[config.mk]
export PLATFORM = sky130hd
export DESIGN_NAME = gray_pos_scheduler
export DESIGN_NICKNAME = d
export VERILOG_FILES = /design/src/rtl/gray_pos_scheduler.sv
export SDC_FILE = /design/constraint.sdc
export NUM_CORES = 1
export LEC_CHECK = 0
export BUFFER_PORTS_ARGS = -buffer_cell sky130_fd_sc_hd__buf_4
export CAP_MARGIN = 25
export CORE_MARGIN = 2
export CORE_UTILIZATION = 28
export DETAILED_ROUTE_END_ITERATION = 10
export PLACE_DENSITY_LB_ADDON = 0.3
export SETUP_SLACK_MARGIN = 0.02
export SLEW_MARGIN = 30
export SYNTH_ARGS = -nofsm -noshare
export SYNTH_HDL_FRONTEND = slang
export SYNTH_SLANG_ARGS = --single-unit
[constraint.sdc]
create_clock -name clk -period 5.1 [get_ports clk]
set_input_delay 1.02 -clock clk [delete_from_list [all_inputs] [get_ports clk]]
set_output_delay 1.02 -clock clk [all_outputs]
set_load 0.1 [all_outputs]
[src/rtl/gray_pos_scheduler.sv]
// Two-requester position scheduler: grants one move command at a time, steps a 3-bit position
// and publishes it Gray-coded. Define GPS_SHORTEST_PATH_EN to take the shorter direction (else always up).
module gray_pos_scheduler #(
  parameter int unsigned STEP_DIV = 1
) (
  input  logic       clk,
  input  logic       reset,
  input  logic       req0_valid,
  input  logic [2:0] req0_target,
  output logic       req0_ready,
  input  logic       req1_valid,
  input  logic [2:0] req1_target,
  output logic       req1_ready,
  output logic [2:0] pos_gray,
  output logic       dir,
  output logic       busy,
  output logic       done,
  output logic       done_id
);

  typedef enum logic [1:0] {IDLE, MOVE, DONE} state_t;

  localparam logic [7:0] DIV_MAX = 8'(STEP_DIV - 1);

  state_t     state_q;
  logic [2:0] pos_q;
  logic [2:0] pos_gray_q;
  logic [2:0] target_q;
  logic [7:0] div_q;
  logic       dir_q;
  logic       id_q;
  logic       rr_q;

  logic       grant_valid;
  logic       grant_id;
  logic [2:0] grant_target;
  logic       grant_dir;
  logic [2:0] pos_step;

  always_comb begin
    grant_valid  = (state_q == IDLE) && (req0_valid || req1_valid);
    // Contention goes to the round-robin pointer; otherwise to whoever is asking.
    grant_id     = (req0_valid && req1_valid) ? rr_q : req1_valid;
    grant_target = grant_id ? req1_target : req0_target;
    pos_step     = dir_q ? 3'(pos_q + 3'd1) : 3'(pos_q - 3'd1);
  end

`ifdef GPS_SHORTEST_PATH_EN
  logic [2:0] grant_diff;
  assign grant_diff = 3'(grant_target - pos_q);
  assign grant_dir  = (grant_diff <= 3'd4);
`else
  assign grant_dir  = 1'b1;
`endif

  assign req0_ready = grant_valid && !grant_id;
  assign req1_ready = grant_valid && grant_id;

  always_ff @(posedge clk or posedge reset) begin
    if (reset) begin
      state_q    <= IDLE;
      pos_q      <= 3'd0;
      pos_gray_q <= 3'd0;
      target_q   <= 3'd0;
      div_q      <= 8'd0;
      dir_q      <= 1'b1;
      id_q       <= 1'b0;
      rr_q       <= 1'b0;
    end else begin
      case (state_q)
        IDLE: begin
          if (grant_valid) begin
            target_q <= grant_target;
            id_q     <= grant_id;
            dir_q    <= grant_dir;
            div_q    <= 8'd0;
            state_q  <= (grant_target != pos_q) ? MOVE : DONE;
          end
        end
        MOVE: begin
          if (div_q == DIV_MAX) begin
            div_q      <= 8'd0;
            pos_q      <= pos_step;
            pos_gray_q <= pos_step ^ (pos_step >> 1);
            if (pos_step == target_q) state_q <= DONE;
          end else begin
            div_q <= div_q + 8'd1;
          end
        end
        DONE: begin
          rr_q    <= ~rr_q;
          state_q <= IDLE;
        end
        default: state_q <= IDLE;
      endcase
    end
  end

  assign pos_gray = pos_gray_q;
  assign dir      = dir_q;
  assign busy     = (state_q != IDLE);
  assign done     = (state_q == DONE);
  assign done_id  = id_q;

endmodule

==> Word-level counts from Yosys, hierarchy flattened <==
Cells that the tools add are included.
Widths: inputs -> output; s select.
{ "op_classes": {"n_eq_ne": 7, "n_bitwise": 2, "n_reduce_logical": 14, "add_sub_neg": 2, "muxes": 10} }
{ "ops": {"columns": ["cell", "count"], "rows": [
  ["$mux 8", 2],
  ["$pmux 8 s2", 1],
  ["$add 8x1->8 const B", 1],
  ["$logic_not 8->1", 1],
  ["$mux 2", 4],
  ["$ne 2x2->1 const B", 3],
  ["$reduce_and 2->1", 3],
  ["$logic_and 1x1->1", 4],
  ["$pmux 2 s2", 1],
  ["$reduce_bool 2->1", 2],
  ["$add 3x1->3 const B", 1],
  ["$eq 3x3->1", 1],
  ["$mux 3", 1],
  ["$ne 3x3->1", 1],
  ["$reduce_and 3->1", 1],
  ["$xor 3x2->3", 1],
  ["$eq 2x1->1 const B", 1],
  ["$eq 2x2->1 const B", 1],
  ["$logic_not 2->1", 1],
  ["$logic_not 1->1", 1],
  ["$logic_or 1x1->1", 1],
  ["$mux 1", 1],
  ["$not 1->1", 1]
]} }
{ "word_totals": {"out_inout_bits": 9, "ff_bits": 21, "elab_cells": 42, "in_bits": 10} }

==> Logic depth before layout (Yosys ltp) <==
{ "depth": {"word_depth": 7, "mapped_depth": 7, "mapped_depth_nobuf": 7} }

==> Least setup slack after synthesis <==
No wires, ideal clock.
{ "synth_timing": {"path_kind": "reg-to-output", "start": "register state_q[0]", "end": "output req0_ready", "arrival_time_ns": 3.302, "required_ns": 4.080, "path_buffers": 2, "slack_ns": 0.778, "path_stages_with_launch": 7, "path_cell_list": "dfrtp_1 > or2_2 > clkbuf_1 > or3_1 > nand2b_1 > clkbuf_1 > a21oi_1"} }
{ "synth_between": {"elab_chain_cells": 3} }
{ "synth_rtl": {"columns": ["element", "line_no", "rtl"], "rows": [
  ["from (decl)", "25", "state_t state_q;"],
  ["from (signal assigned)", "77", "state_q <= (grant_target != pos_q) ? MOVE : DONE;"],
  ["$logic_not 2->1", "41", "grant_valid = (state_q == IDLE) && (req0_valid || req1_valid);"],
  ["$logic_and 1x1->1", "41", null],
  ["$logic_and 1x1->1", "56", "assign req0_ready = grant_valid && !grant_id;"],
  ["to (decl)", "10", "output logic req0_ready,"]
]} }
Every way passes these cells.

==> Final worst setup path <==
{ "layout_timing": {"start": "input req1_valid", "end": "output req0_ready"} }
{ "layout_between": {"elab_chain_cells": 4, "word_cells_on_any_way": 6, "classes_between": "mux: 1; reduce/logical: 5"} }
{ "layout_rtl": {"columns": ["element", "line_no", "rtl"], "rows": [
  ["from (decl)", "11", "input logic req1_valid,"],
  ["$logic_and 1x1->1", "43", "grant_id = (req0_valid && req1_valid) ? rr_q : req1_valid;"],
  ["$mux 1", "43", null],
  ["$logic_not 1->1", "56", null],
  ["$logic_and 1x1->1 (*)", "56", null]
]} }
Mark *: on every way between the ends. The rest lies on a longest branch, timed or not.

==> impl_metrics.py <==
metrics = {
    "outcome": {
        "status": "finished clean",
    },
    "setup_path": {
        "r2r_cells": 7,
        "critPathKind": "input pin to primary output",
        "r2r-start": "div_q[0]",
        "cp-startpoint": "req1_valid",
        "cp_cell_sequence": "buf_4 > or3_1 > nand2b_1 > a21oi_1 > buf_4",
        "cp_max_fo": 9,
        "critPathMaxStageDelay_ns": 0.39,
        "critPathSlowestCell": "or3_1",
        "r2r_end": "div_q[5]",
        "endpoint_kind": "primary output",
        "crit_top_cell": "buf_4",
        "critical_path.startpoint_type": "input pin",
        "crit_required_ns": 4.08,
        "r2r_slack_ns": 3.05,
        "cp.arrival_ns": 2.11,
    },
    "route": {
        "wl_per_cell_um": 11.7,
        "viasPerCell": 4.89,
        "drc_errors": 0,
        "vias": 954,
        "ant_nets": 0,
        "drt-pass1-iter-count": 4,
        "wl_um": 2290,
        "drtIter0Drc": 26,
    },
    "clock_tree": {
        "clk_latency_ns": 0.26,
        "clk_pin_slew_ns": 0.08,
        "cts_buffers": 3,
        "root_buffer": "clkbuf_8",
        "cts_tree": "built",
        "post_cts_resized": 0,
        "hold_buffers": 0,
        "clock-sinks": 20,
        "post_cts_buffers": 0,
        "cts_buffer_depth": 2,
        "h-tree-depth": 1,
    },
    "placement": {
        "dpl_cell_area_um2": 1380,
        "dp_hpwl_um": 1800,
        "pre_cts_ws_ns": 1.97,
        "place.gp.congestion": 0.772,
        "dp_cells": 191,
        "io_buffers": 17,
    },
    "logic_synthesis": {
        "synth-edff-count": 0,
        "ys_seq_area_share_pct": 41.1,
        "synth_top_area_share_pct": 41.1,
        "synthCells": 131,
        "synth_area_leader_cell": "dfrtp_1",
        "synth_area_per_cell_um2": 9.30,
        "yosysUniqueCellTypes": 39,
        "yosys-top-cells-area": "dfrtp_1, o21ai_0, xor2_1",
        "synthFlopType": "dfrtp_1",
        "synth_nets": 144,
        "mappedNetlistArea_um2": 1220,
        "synth.ff_latch_count": 20,
        "async_reset_ff_share_pct": 100,
        "yosys_warnings": 0,
        "synthTopCellsByCount": "dfrtp_1, o21ai_0, nand2_1",
        "synth_most_common_cell": "dfrtp_1",
    },
    "sta": {
        "rsz0062_at_grt": "no",
        "worst_slew_pin_slew_ns": 0.782,
        "period_share_pct": 61.4,
        "relSlewSlack_pct": 47.8,
        "report.final.slew_viol_count": 0,
        "fmax_mhz": 319,
        "post-route-min-period_ns": 3.13,
        "finalSetupViolCount": 0,
        "finalWorstSetupSlack_ns": 1.97,
        "fin_worst_skew_ns": 0.00299,
        "hold_viol": 0,
        "tns_ns": 0,
    },
    "floorplanning": {
        "row_count": 23,
        "initial_core_util_pct": 29.8,
        "die-width_um": 70.0,
        "die_h_um": 70.0,
        "core_area_um2": 4090,
        "pin_count": 19,
        "die_area_um2": 4900,
    },
    "global_routing": {
        "met3_usage_pct": 1.73,
        "grt_pass1_vias": 918,
        "grt_pass1_wl_um": 4150,
        "track_usage_pct": 10.3,
        "grt_use_met1_pct": 13.6,
        "antenna_found_initial": 0,
        "busiest_layer": "met2",
        "grt_max_degree": 21,
        "grt_overflow": 0,
        "grtUsageMet2_pct": 16.8,
    },
    "power_and_ir_drop": {
        "ir_drop_mv": 0.351,
        "power_density_nw_per_um2": 658,
        "p_leak_nw": 0.656,
    },
    "worst_hold_path": {
        "hold_end": "done_id",
        "hold_start": "done_id",
        "hold_path.class": "flop to flop",
        "hold_depth": 1,
    },
    "final_layout": {
        "final_core_util_pct": 35.4,
        "nets": 159,
        "finalInstanceArea_um2": 1450,
        "final_cell_count_no_fill": 195,
        "drive_above_1_share_pct": 20.7,
        "diodes": 0,
        "area_growth_pct": 18.7,
    },
    "job": {
        "drv_cap": 0,
    },
}
[layer usage]
layer	up-vias	wire (um)
met3	5	86
met4	0	36
met5	-	0
met2	17	1120
met1	459	1050
li1	473	-
[worst max-delay path: cells and delay by family]
kind,cells,cell delay [ns]
simple gates,2,0.63
buf+inv,2,0.38
compound gates,1,0.08
[cell type report]
cell class              instances  area [um^2]
flip-flops and latches         20          500
repair buffers                 17          128
multi-input cells              98          662
inverters                       6         22.5
clock buffers                   3         41.3
well taps                      50         62.6
fillers                       430         2640
clock inverters                 1         30.0
[report_power, final]
group	switching, mW	internal, mW	leakage [nW]
Combinational	0.366	0.172	0.363
Sequential	0.0466	0.209	0.257
Clock	0.0538	0.105	0.0357
Total	0.467	0.486	0.656
[flip-flops by register name, summed over array words and instances, names as in the netlist]
name,cells
pos_q,3
target_q,3
rr_q,1
pos_gray,2
div_q,8
state_q,2
done_id,1
[worst max-delay path by stage]
| stage | cells after the start | endpoint |
|---|---|---|
| final | 5 | req0_ready |
| after global routing | 5 | req0_ready |
| after CTS | 5 | req0_ready |
| after detailed placement | 5 | req0_ready |
| after global placement | 5 | req0_ready |
| after floorplan | 6 | req0_ready |
[placed cells by master, fill, tap and decap left out, types with 2 or more instances in the layout]
cell      netlist  final
a21oi_1         2      2
and3_2          2      2
buf_4           2     17
clkbuf_8        0      3
dfrtp_1        20     20
ha_1            3      3
inv_1           6      6
mux2i_1         2      2
nand2_1        12     12
nand2b_1        8      8
nand3_1         5      5
nand4_1         2      2
nand4b_1        2      2
nor2_1          5      5
nor2b_1         5      5
o21ai_0        18     18
or2_2           2      2
xnor2_1         5      5
xor2_1          6      6
[logic make-up after synthesis]
family | Yosys count | share of synthesized area [%]
other | 1 | 0.308
muxes | 3 | 2.57
xor gates and xnor gates | 11 | 7.91
adders and majority gates | 3 | 3.08
AOI/OAI and AO/OA | 28 | 15.0
and+or+nand+nor | 52 | 25.5
DFF | 20 | 41.1
buffers and inverters | 13 | 4.62
[metrics by stage]
stage                     total power [mW]  hold WS (ns)
after detailed placement             0.804         0.475
final                                0.952         0.491
after floorplan                      0.713         0.455
after global placement               0.803         0.477
after CTS                            0.964         0.495
after global routing                  1.02         0.523
Note: power is estimated with default switching activity, not from simulation.
